`config.mk`:
```
export PLATFORM = sky130hd
export DESIGN_NAME = uart_tx_fifo
export DESIGN_NICKNAME = d
export VERILOG_FILES = /design/src/rtl/uart_pkg.sv /design/src/rtl/sync_fifo.sv /design/src/rtl/uart_tx_fifo.sv
export SDC_FILE = /design/constraint.sdc
export NUM_CORES = 1
export LEC_CHECK = 0
export BUFFER_PORTS_ARGS = -buffer_cell sky130_fd_sc_hd__buf_2
export CORE_ASPECT_RATIO = 0.75
export CORE_UTILIZATION = 60
export CTS_BUF_LIST = sky130_fd_sc_hd__clkbuf_4
export CTS_CLUSTER_DIAMETER = 120
export DETAILED_ROUTE_END_ITERATION = 16
export PLACE_DENSITY_LB_ADDON = 0.25
export SETUP_SLACK_MARGIN = 0.15
export SLEW_MARGIN = 20
export SYNTH_ARGS = -nofsm -noshare
export SYNTH_HDL_FRONTEND = slang
export SYNTH_SLANG_ARGS = --single-unit
```
`constraint.sdc`:
```
create_clock -name clk -period 4.6 [get_ports clk]
set_input_delay 0.69 -clock clk [delete_from_list [all_inputs] [get_ports clk]]
set_output_delay 0.69 -clock clk [all_outputs]
set_load 0.01 [all_outputs]
```
`src/rtl/uart_pkg.sv`:
```
// Shared types and helpers for the UART blocks: TX FSM states, parity modes,
// and the frame length in bit times.
package uart_pkg;

  typedef enum logic [2:0] {
    ST_IDLE,
    ST_START,
    ST_DATA,
    ST_PARITY,
    ST_STOP
  } tx_state_e;

  localparam int PAR_NONE = 0;
  localparam int PAR_ODD  = 1;
  localparam int PAR_EVEN = 2;

  function automatic int frame_bits(input int data_bits, input int parity, input int stop_bits);
    return 1 + data_bits + ((parity != PAR_NONE) ? 1 : 0) + stop_bits;
  endfunction

endpackage

```
`src/rtl/sync_fifo.sv`:
```
// Circular synchronous FIFO with extended pointers; full is a registered
// compare so it can drive a ready output directly. Shared by the TX and RX paths.
module sync_fifo #(
  parameter int WIDTH = 8,
  parameter int DEPTH = 16
) (
  input  logic                     clk,
  input  logic                     reset,
  input  logic                     push,
  input  logic [WIDTH-1:0]         push_data,
  input  logic                     pop,
  output logic [WIDTH-1:0]         pop_data,
  output logic [$clog2(DEPTH):0]   count,
  output logic                     full,
  output logic                     empty
);

  localparam int AW = $clog2(DEPTH);
  localparam logic [AW:0] DEPTH_V = (AW+1)'(DEPTH);

  logic [WIDTH-1:0] mem_q [DEPTH];
  logic [AW:0]      wptr_q, wptr_d;
  logic [AW:0]      rptr_q, rptr_d;
  logic             full_q, full_d;
  logic             do_push, do_pop;

  always_comb begin
    do_push = push && !full_q;
    do_pop  = pop && (wptr_q != rptr_q);
    wptr_d  = do_push ? wptr_q + 1'b1 : wptr_q;
    rptr_d  = do_pop  ? rptr_q + 1'b1 : rptr_q;
    // Full looks only at the current occupancy, so a same-cycle pop never opens the port.
    full_d  = ((wptr_d - rptr_d) == DEPTH_V);
  end

  always_ff @(posedge clk or posedge reset) begin
    if (reset) begin
      wptr_q <= '0;
      rptr_q <= '0;
      full_q <= 1'b0;
    end else begin
      wptr_q <= wptr_d;
      rptr_q <= rptr_d;
      full_q <= full_d;
    end
  end

  always_ff @(posedge clk) begin
    if (do_push) mem_q[wptr_q[AW-1:0]] <= push_data;
  end

  assign pop_data = mem_q[rptr_q[AW-1:0]];
  assign count    = wptr_q - rptr_q;
  assign full     = full_q;
  assign empty    = (wptr_q == rptr_q);

endmodule

```
`src/rtl/uart_tx_fifo.sv`:
```
// UART transmitter fed by a FIFO: configurable baud divisor, data width,
// parity and stop bits; frames go out back to back while words are queued.
module uart_tx_fifo
  import uart_pkg::*;
#(
  parameter int CLKS_PER_BIT = 217,
  parameter int DATA_BITS    = 8,
  parameter int PARITY       = 0,
  parameter int STOP_BITS    = 1,
  parameter int FIFO_DEPTH   = 16
) (
  input  logic                          clk,
  input  logic                          reset,
  input  logic [DATA_BITS-1:0]          wr_data,
  input  logic                          wr_valid,
  output logic                          wr_ready,
  output logic                          txd,
  output logic                          busy,
  output logic [$clog2(FIFO_DEPTH):0]   fifo_count
);

  localparam int BAUD_W = $clog2(CLKS_PER_BIT);
  localparam logic [BAUD_W-1:0] BAUD_LAST = BAUD_W'(CLKS_PER_BIT - 1);
  localparam logic [3:0] DATA_LAST = 4'(DATA_BITS - 1);
  localparam logic [3:0] STOP_LAST = 4'(STOP_BITS - 1);
  localparam logic       ODD_PAR   = (PARITY == PAR_ODD);

  tx_state_e             state_q, state_d;
  logic [BAUD_W-1:0]     baud_q, baud_d;
  logic [3:0]            bit_q, bit_d;
  logic [DATA_BITS-1:0]  shift_q, shift_d;
  logic                  par_q, par_d;
  logic                  txd_q, txd_d;

  logic                  bit_done;
  logic                  fifo_pop;
  logic [DATA_BITS-1:0]  fifo_data;
  logic                  fifo_full;
  logic                  fifo_empty;

  sync_fifo #(
    .WIDTH (DATA_BITS),
    .DEPTH (FIFO_DEPTH)
  ) u_fifo (
    .clk       (clk),
    .reset     (reset),
    .push      (wr_valid),
    .push_data (wr_data),
    .pop       (fifo_pop),
    .pop_data  (fifo_data),
    .count     (fifo_count),
    .full      (fifo_full),
    .empty     (fifo_empty)
  );

  // txd_d is the value for the bit that starts on the coming edge, so the
  // serial line is a plain flop aligned with the state register.
  always_comb begin
    state_d  = state_q;
    baud_d   = baud_q;
    bit_d    = bit_q;
    shift_d  = shift_q;
    par_d    = par_q;
    txd_d    = txd_q;
    fifo_pop = 1'b0;
    bit_done = (baud_q == BAUD_LAST);

    if (state_q != ST_IDLE) baud_d = bit_done ? '0 : baud_q + 1'b1;

    case (state_q)
      ST_IDLE: begin
        if (!fifo_empty) begin
          fifo_pop = 1'b1;
          shift_d  = fifo_data;
          par_d    = 1'b0;
          baud_d   = '0;
          txd_d    = 1'b0;
          state_d  = ST_START;
        end
      end
      ST_START: begin
        if (bit_done) begin
          txd_d   = shift_q[0];
          shift_d = shift_q >> 1;
          par_d   = par_q ^ shift_q[0];
          bit_d   = '0;
          state_d = ST_DATA;
        end
      end
      ST_DATA: begin
        if (bit_done) begin
          if (bit_q == DATA_LAST) begin
            if (PARITY != PAR_NONE) begin
              txd_d   = par_q ^ ODD_PAR;
              state_d = ST_PARITY;
            end else begin
              txd_d   = 1'b1;
              bit_d   = '0;
              state_d = ST_STOP;
            end
          end else begin
            txd_d   = shift_q[0];
            shift_d = shift_q >> 1;
            par_d   = par_q ^ shift_q[0];
            bit_d   = bit_q + 1'b1;
          end
        end
      end
      ST_PARITY: begin
        if (bit_done) begin
          txd_d   = 1'b1;
          bit_d   = '0;
          state_d = ST_STOP;
        end
      end
      ST_STOP: begin
        if (bit_done) begin
          if (bit_q == STOP_LAST) begin
            if (!fifo_empty) begin
              fifo_pop = 1'b1;
              shift_d  = fifo_data;
              par_d    = 1'b0;
              txd_d    = 1'b0;
              state_d  = ST_START;
            end else begin
              state_d  = ST_IDLE;
            end
          end else begin
            bit_d = bit_q + 1'b1;
          end
        end
      end
      default: begin
        txd_d   = 1'b1;
        baud_d  = '0;
        state_d = ST_IDLE;
      end
    endcase
  end

  always_ff @(posedge clk or posedge reset) begin
    if (reset) begin
      state_q <= ST_IDLE;
      baud_q  <= '0;
      bit_q   <= '0;
      shift_q <= '0;
      par_q   <= 1'b0;
      txd_q   <= 1'b1;
    end else begin
      state_q <= state_d;
      baud_q  <= baud_d;
      bit_q   <= bit_d;
      shift_q <= shift_d;
      par_q   <= par_d;
      txd_q   <= txd_d;
    end
  end

  assign txd      = txd_q;
  assign wr_ready = !fifo_full;
  assign busy     = (state_q != ST_IDLE) || !fifo_empty;

endmodule

```
After elaboration in Yosys (flattened, before gate mapping)
Memories as Yosys holds them, arrays and structs flattened.
Cells that the tools add are included.
W data, S select, Z words.

word-level totals
  input port bits = 11
  flip-flop bits (word level) = 35
  bits in writable memories = 128
  memories kept = 1
  output and inout bits = 8

operators by class
  equal/unequal tests = 19
  $add $sub $neg = 6
  reductions and logical operators = 16
  muxes and demuxes = 42

memory list
  name          words  width  rd ports  clocked after memory_dff  wr ports  line             RTL
  u_fifo.mem_q  16     8      1         0                         1         sync_fifo.sv:21  logic [WIDTH-1:0] mem_q [DEPTH];

operator list
  cell                   number
  $mux W8                9
  $pmux W8 S4            1
  $mux W3                7
  $mux W4                5
  $ne A2 B2 Y1 const B   9
  $pmux W8 S2            1
  $pmux W3 S5            1
  $mux W1                13
  $pmux W4 S3            1
  $add A5 B1 Y5 const B  2
  $mux W5                2
  $reduce_and A5 Y1      2
  $sub A5 B5 Y5          2
  $add A8 B1 Y8 const B  1
  $eq A8 B8 Y1 const B   1
  $reduce_and A7 Y1      1
  $eq A3 B2 Y1 const B   2
  $reduce_and A6 Y1      1
  $reduce_bool A3 Y1     2
  $eq A5 B5 Y1           1
  $eq A5 B5 Y1 const B   1
  $ne A5 B5 Y1           1
  $pmux W1 S5            1
  $add A4 B1 Y4 const B  1
  13 further kinds       15

Depth between registers and ports, before layout
  depth in word-level cells = 9
  depth in mapped cells = 17
  gate-level depth less buffers = 13

Hierarchy
From an unflattened synthesis, not the netlist that was laid out.

second synthesis, totals
  cells, all modules = 435
  area total of the unflattened synthesis = 7,324.5 µm²

modules (own cells, without submodules)
  module        times used  cells each  area an instance (µm²)  sequential area each (µm²)
  sync_fifo     1           285         5,856.9                 4,119.0
  uart_tx_fifo  1           150         1,467.7                 601.8

Worst setup path before layout
No wires, ideal clock.

  path type = register -> register
  start point = reg u_fifo.rptr_q[1]
  end point = reg u_fifo.full_q, in the netlist u_fifo.full
  data required time = 4,477 ps
  setup slack = 559 ps
  stages on the path, launching flop included = 17
  data arrival time = 3,918 ps
  period minus slack after synthesis = 4,041 ps
  cell sequence = dfrtp_1 -> clkbuf_1 -> clkbuf_1 -> buf_1 -> inv_1 -> ha_1 -> nand4_1 -> nor2_1 -> or4_2 -> clkbuf_1 -> mux2i_1 -> ha_1 -> a21o_1 -> a31o_2 -> a31oi_1 -> xnor2_1 -> a21oi_1

between the ends
  longest elaborated chain between the ends = 9
  elaborated cells between the ends (all ways) = 11
  those cells by class = add/sub (2); eq/ne (3); mux (5); reduce/logical (1)

ends and longest elaborated chain
  item                    line                                     RTL
  from (decl)             sync_fifo.sv:23                          logic [AW:0] rptr_q, rptr_d;
  from (signal assigned)  sync_fifo.sv:43                          rptr_q <= rptr_d;
  $eq A5 B5 Y1            sync_fifo.sv:55                          assign empty = (wptr_q == rptr_q);
  $mux W1                 uart_tx_fifo.sv:72, uart_tx_fifo.sv:119
  $mux W1                 uart_tx_fifo.sv:118                      if (bit_q == STOP_LAST) begin
  $mux W1                 uart_tx_fifo.sv:117                      if (bit_done) begin
  $pmux W1 S2             uart_tx_fifo.sv:70                       case (state_q)
  $logic_and A1 B1 Y1     sync_fifo.sv:29                          do_pop = pop && (wptr_q != rptr_q);
  $mux W5 *               sync_fifo.sv:31                          rptr_d = do_pop ? rptr_q + 1'b1 : rptr_q;
  $sub A5 B5 Y5 *         sync_fifo.sv:33                          full_d = ((wptr_d - rptr_d) == DEPTH_V);
  $eq A5 B5 Y1 *          sync_fifo.sv:33
  net u_fifo.full_d       sync_fifo.sv:24                          logic full_q, full_d;
  to (signal assigned)    sync_fifo.sv:44                          full_q <= full_d;
  to (decl)               sync_fifo.sv:24

The timed path passes the listed nets; every way through them passes the cells marked *.
A chain may end at the register's enable or synchronous reset.

Worst setup path in the final report
  start point = reg bit_q[0]
  end point = reg u_fifo.full_q, in the netlist u_fifo.full

between the ends
  longest elaborated chain between the ends = 8

ends and longest elaborated chain
  item                    line                 RTL
  from (decl)             uart_tx_fifo.sv:30   logic [3:0] bit_q, bit_d;
  from (signal assigned)  uart_tx_fifo.sv:152  bit_q <= bit_d;
  $logic_not A4 Y1        uart_tx_fifo.sv:118
  $mux W1                 uart_tx_fifo.sv:118
  $mux W1                 uart_tx_fifo.sv:117
  $pmux W1 S2             uart_tx_fifo.sv:70
  $logic_and A1 B1 Y1     sync_fifo.sv:29
  $mux W5                 sync_fifo.sv:31
  net u_fifo.rptr_d[3]    sync_fifo.sv:23
  $sub A5 B5 Y5           sync_fifo.sv:33
  $eq A5 B5 Y1            sync_fifo.sv:33
  net u_fifo.full_d       sync_fifo.sv:24

The timed path passes the listed nets, and every way through them passes these cells.

==> impl_summary.log <==
INFO  metric outcome = completed
INFO  metric post_synth_xor_area_fraction = 0.0257
INFO  metric ios = 19
INFO  metric cts_num_sinks = 163
INFO  metric worstReg2RegEnd = u_fifo.full$_DFF_PP0_
INFO  metric rsz_0062_raised_after_global_routing = false
INFO  metric clock_transition_at_the_registers_of_the_reported_paths = 0.15 ns
INFO  metric antenna_cells = 0
INFO  metric post-layout-total-power = 4.41 mW
INFO  metric seq_power_share = 0.441
INFO  metric timing.reg2reg.worst_path_depth = 12
INFO  metric power.switching_fraction = 0.367
INFO  metric die_height = 96.5 microns
INFO  metric yosys.area_share.adder = 0.0308
INFO  metric finalCriticalPeriod = 3.55 ns
INFO  metric postRouteAntennaNets = 0
INFO  metric gpl.final_weighted_congestion = 0.798
INFO  metric worst_slew_pin_slew = 1.02 ns
INFO  metric cts_inserted_buffers = 17
INFO  metric setup_violations = 0
INFO  metric synth_compound_area_frac = 0.0588
INFO  metric postSynth.asyncResetShare = 0.215
INFO  metric totalWireLength = 14,300 microns
INFO  metric globalRouteOverflowTotal = 0
INFO  metric post_drt_via_cell_ratio = 6.15
INFO  metric post_synth_inst_count = 456
INFO  metric maxSlewViolCount = 0
INFO  metric required_time_of_the_worst_setup_path = 5.09 ns
INFO  metric placeableCoreArea = 11,600 sq um
INFO  metric clock_tree_from_tritoncts = yes
INFO  metric peakVddDrop = 0.319 mV
INFO  metric synthTopCellsByArea = sky130_fd_sc_hd__edfxtp_1 (54%), sky130_fd_sc_hd__dfrtp_1 (12%), sky130_fd_sc_hd__mux4_2 (10%), sky130_fd_sc_hd__ha_1 (2.8%), sky130_fd_sc_hd__xnor2_1 (1.7%)
INFO  metric ys.flop_type = sky130_fd_sc_hd__edfxtp_1
INFO  metric floorplan.die.width = 128 microns
INFO  metric finalInstanceArea = 7660 sq um
INFO  metric skew = 0.0251 ns
INFO  metric synth_largest_type_area_fraction = 0.538
INFO  metric clockPowerShare = 0.192
INFO  metric cp_startpoint_kind = register
INFO  metric synth.ff_latch_count = 163
INFO  metric routed-via-count = 4,015
INFO  metric synth_enable_flop_cells = 128
INFO  metric grt_antenna_before_repair = 0
INFO  metric drtPass1Iterations = 5
INFO  metric synth_area = 7150 sq um
INFO  metric internal_power_consumption = 2.79 mW
INFO  metric post_synth.cell_area_avg = 15.7 sq um
INFO  metric area_post_placement = 7380 sq um
INFO  metric power_switching = 1.62 mW
INFO  metric initial_core_util = 0.616
INFO  metric reg2reg_slack = 1.05 ns
INFO  metric areaGrowthSynthToFinish = 7.14%
INFO  metric port-buffer-count = 18
INFO  metric place_hpwl = 9480 microns
INFO  metric post_drt_wl_per_cell = 22.0 microns
INFO  metric p_leak = 2.76 nW
INFO  metric cts_post_setup_buffers_inserted = 0
INFO  metric cts-root-to-sink-buffers = 2
INFO  metric slew-limit-headroom = 0.312
INFO  metric layout.cells.most_common = sky130_fd_sc_hd__edfxtp_1
INFO  metric setup.worst_path.start = bit_q[0]$_DFFE_PP0P_
INFO  metric worst-setup-path-type = reg -> reg
INFO  metric synthesis.yosys.warnings = 0
INFO  metric timing.critical_path.to_type = register
INFO  metric hold_crit_path_type = in -> async
INFO  metric timing.critical_path.arrival = 4.04 ns
INFO  metric clk_latency = 0.56 ns
INFO  metric synth.lib_cells_used.distinct = 55
INFO  metric htreeDepth = 4
INFO  metric critical_path.max_fanout = 5
INFO  metric grt_first_pass_wirelength = 22,000 microns
INFO  metric gr-usage-all-layers = 0.255
INFO  metric fmax = 282 MHz
INFO  metric nets = 506
INFO  metric cts.root.buffer_cell = sky130_fd_sc_hd__clkbuf_4
INFO  metric yosys.area_share.simple = 0.0788
INFO  metric tns = 0 ns
INFO  metric cts_resized = 0
INFO  metric drt_iter0_markers = 469
INFO  metric seq_area_frac_synth = 0.660
INFO  metric muxShareOfSynthArea = 0.119
INFO  metric row_count = 34
INFO  metric synth_nets = 484
INFO  metric detail_route.drc_violations = 0
INFO  metric power.share.combinational = 0.367
INFO  metric first_global_vias = 3,800
INFO  metric worstReg2RegStart = bit_q[0]$_DFFE_PP0P_
INFO  metric layout_common_cells = sky130_fd_sc_hd__edfxtp_1 (128), sky130_fd_sc_hd__mux4_2 (33), sky130_fd_sc_hd__dfrtp_1 (33), sky130_fd_sc_hd__nor2_1 (31), sky130_fd_sc_hd__inv_1 (24)
INFO  metric fin_util = 0.660
INFO  metric layout-drive-gt1-share = 0.216
INFO  metric finalCritPeriodShare = 0.772
INFO  metric combinational_family_with_the_most_area_after_synthesis = multiplexers
INFO  metric die_area = 12,400 sq um
INFO  metric power.density_cell_area = 576 nW/um^2
INFO  metric pin_count_of_the_biggest_net_entering_global_routing = 37
INFO  metric hold_ws = 0.216 ns
INFO  metric cap_viol_max_count = 0
INFO  metric post_synthesis_cell_type_with_the_largest_combined_area = sky130_fd_sc_hd__edfxtp_1
INFO  metric cts_hold_repair.buffers = 0
INFO  metric timing_hold_violations_final = 0
## power by group through the flow
stage	clock, mW	sequential (mW)	combinational, mW
3_5_place_dp	0	1.98	1.61
4_1_cts	0.858	1.94	1.62
5_1_grt	0.922	1.97	1.77
2_1_floorplan	0	1.92	1.23
6_report	0.848	1.95	1.62
3_3_place_gp	0	1.96	1.56
## worst max-delay path by stage
stage                                       end  slack, ns  cells after the start
final                     u_fifo.full$_DFF_PP0_       1.05                     12
after global routing      u_fifo.full$_DFF_PP0_       0.94                     12
after CTS                 u_fifo.full$_DFF_PP0_       1.09                     12
after floorplan           u_fifo.full$_DFF_PP0_       0.56                     16
after detailed placement  u_fifo.full$_DFF_PP0_       1.15                     12
after global placement    u_fifo.full$_DFF_PP0_       1.24                     12
## stage by stage
stage	std cells	setup WS (ns)
6_report	653	1.05
5_1_grt	653	0.938
4_1_cts	653	1.09
3_5_place_dp	621	1.15
3_3_place_gp	621	1.24
2_1_floorplan	456	0.559
## synth_stat cells, drive strengths merged, types with 8 or more instances
cell type / instances
edfxtp: 128
dfrtp: 34
mux4: 33
nor2: 31
inv: 24
nand2: 20
o21ai: 20
ha: 16
xnor2: 14
clkbuf: 12
nand3: 11
a21oi: 8
a22o: 8
and3: 8
mux2: 8
## registers in the layout, summed over array words and instances (netlist names)
| name | cells |
|---|---|
| shift_q | 8 |
| baud_q | 8 |
| bit_q | 4 |
| u_fifo.full | 1 |
| state_q | 3 |
| u_fifo.rptr_q | 5 |
| u_fifo.wptr_q | 5 |
| u_fifo.mem_q | 128 |
| txd | 1 |
## metal layers
layer  up-vias  track usage  part of all wire
li1       1794            -                 -
met1      2064        0.402              0.48
met2       141        0.361              0.45
met3        16       0.0545             0.055
met4         0       0.0735            0.0098
met5         -            0                 0
## worst max-delay path: stages (launching register included)
cell and delay (ns):
sky130_fd_sc_hd__dfrtp_1 0.43, sky130_fd_sc_hd__inv_1 0.09, sky130_fd_sc_hd__ha_1 0.16, sky130_fd_sc_hd__or3b_1 0.39, sky130_fd_sc_hd__o31a_1 0.30, sky130_fd_sc_hd__or4_2 0.66
sky130_fd_sc_hd__nor2_1 0.17, sky130_fd_sc_hd__xnor2_1 0.17, sky130_fd_sc_hd__inv_1 0.09, sky130_fd_sc_hd__ha_1 0.37, sky130_fd_sc_hd__nand3_1 0.09, sky130_fd_sc_hd__or4_1 0.41
sky130_fd_sc_hd__a21oi_1 0.15
## layout make-up
cell class              count  area (sq um)
clock buffers              17           128
inverters                  24          90.1
multi-input cells         250          2240
well taps                 162           203
clock inverters            15           156
repair buffers             22           120
flip-flops and latches    163          4720
fillers                   820          3950
## cells by family after synthesis
kind of cell	Yosys count
AO/OA/AOI/OAI	62
flip-flops	163
AND/OR/NAND/NOR	107
buffers and inverters	43
multiplexers	43
XOR/XNOR	21
adder cells (fa/ha/maj)	17
Note: power is estimated with default switching activity, not from simulation.
